<file path="src/rtl/store_write_ctrl_pkg.sv">
// Shared encodings for the store write sequencer.
// Store sizes, FSM states and the latched request bundle.
package store_write_ctrl_pkg;

  localparam logic [1:0] SZ_WORD = 2'b00;
  localparam logic [1:0] SZ_HALF = 2'b01;
  localparam logic [1:0] SZ_BYTE = 2'b10;
  localparam logic [1:0] SZ_RSVD = 2'b11;

  localparam int LAT_MIN = 1;
  localparam int LAT_MAX = 7;
  localparam int CNT_W   = $clog2(LAT_MAX + 1);

  typedef enum logic [2:0] {
    S_IDLE,
    S_READ,
    S_WAIT,
    S_WRITE,
    S_DONE,
    S_ERR
  } state_t;

  typedef struct packed {
    logic [31:0] addr;
    logic [1:0]  size;
    logic [31:0] bdata;
  } store_req_t;

  function automatic logic req_bad(
    input logic [1:0] size,
    input logic [1:0] ofs
  );
    return (size == SZ_RSVD)
        || (size == SZ_WORD && ofs != 2'b00)
        || (size == SZ_HALF && ofs[0]);
  endfunction

endpackage

</file>
<file path="src/rtl/store_lane_merge.sv">
// Replaces one little-endian lane of a memory word
// with the low bits of the store operand.
module store_lane_merge
  import store_write_ctrl_pkg::*;
(
  input  logic [31:0] rdata,
  input  logic [31:0] bdata,
  input  logic [1:0]  size,
  input  logic [1:0]  addr,
  output logic [31:0] merged
);

  always_comb begin
    merged = rdata;
    unique case (1'b1)
      (size == SZ_WORD):
        merged = bdata;
      (size == SZ_HALF && !addr[1]):
        merged[15:0] = bdata[15:0];
      (size == SZ_HALF && addr[1]):
        merged[31:16] = bdata[15:0];
      (size == SZ_BYTE):
        merged[{addr, 3'b000} +: 8] = bdata[7:0];
      default: ;
    endcase
  end

endmodule

</file>
<file path="src/rtl/store_write_ctrl.sv">
// Multicycle store sequencer: sw writes B directly,
// sh/sb read-merge-write the aligned word.
module store_write_ctrl
  import store_write_ctrl_pkg::*;
#(
  parameter int MEM_LATENCY = 1
) (
  input  logic        clk,
  input  logic        reset,
  input  logic        start,
  input  logic [1:0]  store_size,
  input  logic [31:0] addr,
  input  logic [31:0] b_data,
  input  logic [31:0] mem_rdata,
  output logic [31:0] mem_addr,
  output logic        mem_wr,
  output logic [31:0] storesize_out,
  output logic        memwritecontrol,
  output logic        busy,
  output logic        done,
  output logic        err
);

  state_t           state_q;
  state_t           state_d;
  store_req_t       req_q;
  logic [CNT_W-1:0] cnt_q;
  logic [31:0]      ss_q;
  logic             mwc_q;
  logic [31:0]      merged;
  logic             rd_last;

  store_lane_merge u_merge (
    .rdata  (mem_rdata),
    .bdata  (req_q.bdata),
    .size   (req_q.size),
    .addr   (req_q.addr[1:0]),
    .merged (merged)
  );

  assign rd_last = (state_q == S_WAIT)
                && (cnt_q == CNT_W'(1));

  always_comb begin
    state_d = state_q;
    unique case (state_q)
      S_IDLE: begin
        if (start) begin
          if (req_bad(store_size, addr[1:0]))
            state_d = S_ERR;
          else if (store_size == SZ_WORD)
            state_d = S_WRITE;
          else
            state_d = S_READ;
        end
      end
      S_READ:  state_d = S_WAIT;
      S_WAIT:  if (rd_last) state_d = S_WRITE;
      S_WRITE: state_d = S_DONE;
      S_DONE:  state_d = S_IDLE;
      S_ERR:   state_d = S_IDLE;
      default: state_d = S_IDLE;
    endcase
  end

  // The merged word is captured on the read-data
  // cycle so it is already stable during WRITE.
  always_ff @(posedge clk or negedge reset) begin
    if (!reset) begin
      state_q <= S_IDLE;
      req_q   <= '0;
      cnt_q   <= '0;
      ss_q    <= '0;
      mwc_q   <= 1'b0;
    end else begin
      state_q <= state_d;
      if (state_q == S_IDLE && start) begin
        req_q <= '{addr:  addr,
                   size:  store_size,
                   bdata: b_data};
      end
      if (state_q == S_READ)
        cnt_q <= CNT_W'(MEM_LATENCY);
      else if (state_q == S_WAIT)
        cnt_q <= cnt_q - CNT_W'(1);
      if (rd_last) begin
        ss_q  <= merged;
        mwc_q <= 1'b0;
      end
      if (state_q == S_IDLE
          && state_d == S_WRITE)
        mwc_q <= 1'b1;
    end
  end

  assign mem_addr        = {req_q.addr[31:2], 2'b00};
  assign mem_wr          = (state_q == S_WRITE);
  assign storesize_out   = ss_q;
  assign memwritecontrol = mwc_q;
  assign busy            = (state_q != S_IDLE);
  assign done            = (state_q == S_DONE)
                        || (state_q == S_ERR);
  assign err             = (state_q == S_ERR);

endmodule

</file>
<file path="config.mk">
export PLATFORM = sky130hd
export DESIGN_NAME = store_write_ctrl
export DESIGN_NICKNAME = d
export VERILOG_FILES = /design/src/rtl/store_write_ctrl_pkg.sv /design/src/rtl/store_lane_merge.sv /design/src/rtl/store_write_ctrl.sv
export SDC_FILE = /design/constraint.sdc
export NUM_CORES = 1
export LEC_CHECK = 0
export CAP_MARGIN = 10
export CORE_MARGIN = 3
export CORE_UTILIZATION = 42
export DETAILED_ROUTE_END_ITERATION = 10
export HOLD_SLACK_MARGIN = 0.06
export PLACE_DENSITY = 0.77
export SKIP_LAST_GASP = 1
export SLEW_MARGIN = 5
export SYNTH_ARGS = -nofsm -noshare
export SYNTH_HDL_FRONTEND = slang
export SYNTH_HIERARCHICAL = 1
export SYNTH_SLANG_ARGS = --single-unit
</file>
<file path="constraint.sdc">
create_clock -name clk -period 2.1 [get_ports clk]
set_input_delay 0.42 -clock clk [delete_from_list [all_inputs] [get_ports clk]]
set_output_delay 0.42 -clock clk [all_outputs]
set_load 0.01 [all_outputs]
</file>
==> impl_metrics.tcl <==
set metrics [dict create \
    status "complete, no violations" \
    post_dp_cell_area_mm2 0.00693 \
    criticalPathCategory "flip-flop to flip-flop" \
    cts.clk_slew.worst_paths_ns 0.07 \
    synth_cell_type_count 47 \
    synth_area_leaders "dfrtp_1 50%, mux2_2 19%, buf_4 5.4%" \
    syn_area_mm2 0.00530 \
    powerDensity_mw_per_mm2 1600 \
    crit_path_top_delay_cell "nor2_1" \
    hold_viol 0 \
    ys.flop_type "dfrtp_1" \
    critPathCaptureType "flip-flop" \
    cts_made_buffers 9 \
    dieArea_mm2 0.0140 \
    tns_ns 0 \
    cts_tree "built" \
    synth_edf_count 0 \
    drtIter0Drc 249 \
    cts.path.max_buffers 2 \
    totalWireLength_mm 14.0 \
    viasPerCell 5.31 \
    grt_start_max_net_pins 71 \
    synth_cells 441 \
    firstDrtPassIters 5 \
    final_core_util 0.604 \
    grt_setup_unrepaired "no" \
    min_period_over_period 0.994 \
    drive_gt1_frac 0.241 \
    maxSlewViolCount 0 \
    finalPower_mw 11.8 \
    synthToLayoutAreaGrowth_pct 38.5 \
    ant_nets 0 \
    vias 4044 \
    ff2ff_setup_slack_ns 0.01 \
    gp_congestion 0.862 \
    portBuffers 167 \
    worstPathArrival_ns 2.37 \
    start_util 0.436 \
    ff2ff_path_depth 8 \
    grtUsageTotal 0.201 \
    synth_top_area_cell "dfrtp_1" \
    max_freq_ghz 0.479 \
    start_kind "flip-flop" \
    cts_sinks 105 \
    setup-violations-final 0 \
    hpwlAfterDp_mm 10.5 \
    nets 697 \
    synthDominantCellAreaShare 0.495 \
    post-route-min-period_ns 2.09 \
    io_pins 170 \
    crit_chain "inv_1 -> buf_4 -> ha_1 -> nor2_1 -> nand3_1 -> a31oi_1 -> o22a_1 -> mux2_2" \
    crit_path_max_incr_delay_ns 0.46 \
    synth.most_common_cell "dfrtp_1" \
    critPathRequiredTime_ns 2.38 \
    first_global_vias 4292 \
    crit-reg2reg-launch "req_q[34]" \
    die_h_um 118 \
    detail_route.drc_violations 0 \
    insertion_delay_ns 0.34 \
    fp.dieW_um 118 \
    antenna_found_initial 0 \
    htreeDepth 3 \
    async_flop_share 1.00 \
    ys_warn_count 6 \
    grt_first_pass_wirelength_mm 22.5 \
    fill_cells 971 \
    relSlewSlack 0.627 \
    ir_worst_vdd_uv 658 \
    min_path_type "input pin to async pin" \
    routedWlPerCell_um 18.4 \
    yosys-top-cells-count "105 x dfrtp_1, 90 x mux2_2, 38 x buf_4" \
    syn_area_per_cell_um2 12.0 \
    cellLeakagePower_nw 3.08 \
    yosysSeqAreaShare 0.495 \
    reg2reg_to "storesize_out[19]" \
    cp_max_fo 8 \
    num_antenna_cells 0 \
    root_buffer "clkbuf_16" \
    rows 40 \
    core_area_mm2 0.0122 \
    finalInstanceArea_mm2 0.00735 \
    worst_slew_pin_slew_ns 0.558 \
    yosys_register_bits 105 \
    overflow 0 \
    drv_cap 0 \
    fin_skew_ns 0.00845 \
]
critical path, delay by kind of cell (launching register included):
family,cells,cell delay [ns]
simple gates,2,0.67
compound gates,2,0.44
flops,1,0.35
fa+ha+maj,1,0.22
buf+inv,2,0.21
mux,1,0.14
per-layer routing:
| layer | GRT usage | vias to the layer above | wire length, µm |
|---|---|---|---|
| met3 | 0.0737 | 27 | 1400 |
| met4 | 0.0579 | 0 | 291 |
| met5 | 0 | - | 0 |
| met2 | 0.330 | 202 | 6710 |
| met1 | 0.250 | 1957 | 5600 |
| li1 | - | 1858 | - |
metrics by stage:
stage | cells | hold slack, ns | setup WS [ns]
after floorplan | 442 | 0.124 | 0.161
after global placement | 738 | 0.299 | 0.108
after detailed placement | 738 | 0.304 | 0.0657
after CTS | 760 | 0.480 | 0.0514
after global routing | 762 | 0.516 | 0.00339
final | 762 | 0.491 | 0.0122
cell usage in the layout, fill, tap and decap left out, types with 9 or more instances in the layout:
cell             netlist  routed
a21oi_1               23      23
buf_4                 38      19
clkbuf_16              0       9
clkdlybuf4s50_1        0     166
dfrtp_1              105     102
inv_1                 17      17
mux2_2                90      90
nand2_1               28      28
nand3_1                9       9
nor2_1                12      12
o21ai_0               19      19
o22a_1                 9       9
state kept, by name (all words and copies together), names as in the netlist:
signal,count
storesize_out,32
req_q,36
mem_addr,30
memwritecontrol,1
state_q,3
cnt_q,3
power breakdown:
group | internal (mW) | switching, mW
logic | 3.35 | 2.60
clock network | 1.23 | 0.732
registers | 3.06 | 0.797
total | 7.64 | 4.13
worst max path at each step:
stage / from / endpoint / slack, ns / cells past startpoint
after floorplan: req_q[34] / storesize_out[16] / 0.16 / 8
after global placement: start / req_q[21] / 0.11 / 4
after detailed placement: start / req_q[32] / 0.07 / 4
after CTS: state_q[0] / busy / 0.05 / 2
after global routing: req_q[34] / storesize_out[18] / 0.003 / 8
final: req_q[34] / storesize_out[19] / 0.01 / 8
final cells by class:
cell class	count	area, µm²	area share
inverter	18	67.6	0.00919
clock inverter	4	98.8	0.0135
tap	168	210	0.0286
clock buffer	12	256	0.0349
timing repair buffer	189	1870	0.255
multi-input combinational	266	2210	0.301
sequential	105	2630	0.358
kinds of logic after synthesis:
| family | share of synthesized area |
|---|---|
| flops | 0.495 |
| mux | 0.209 |
| compound gates | 0.120 |
| buf+inv | 0.0887 |
| simple gates | 0.0703 |
| fa+ha+maj | 0.0165 |
| other cells | 0.000707 |
what timing repair did:
| action | in CTS | in global routing |
|---|---|---|
| buffers inserted | 5 | 2 |
| hold endpoints to repair | 15 | 0 |
| hold buffers | 1 | 0 |
| pin swaps | 0 | 0 |
| endpoints found under the setup margin | 4 | 1 |
| resized for setup | 3 | 0 |
No activity file was read; power rests on OpenSTA's default activity.
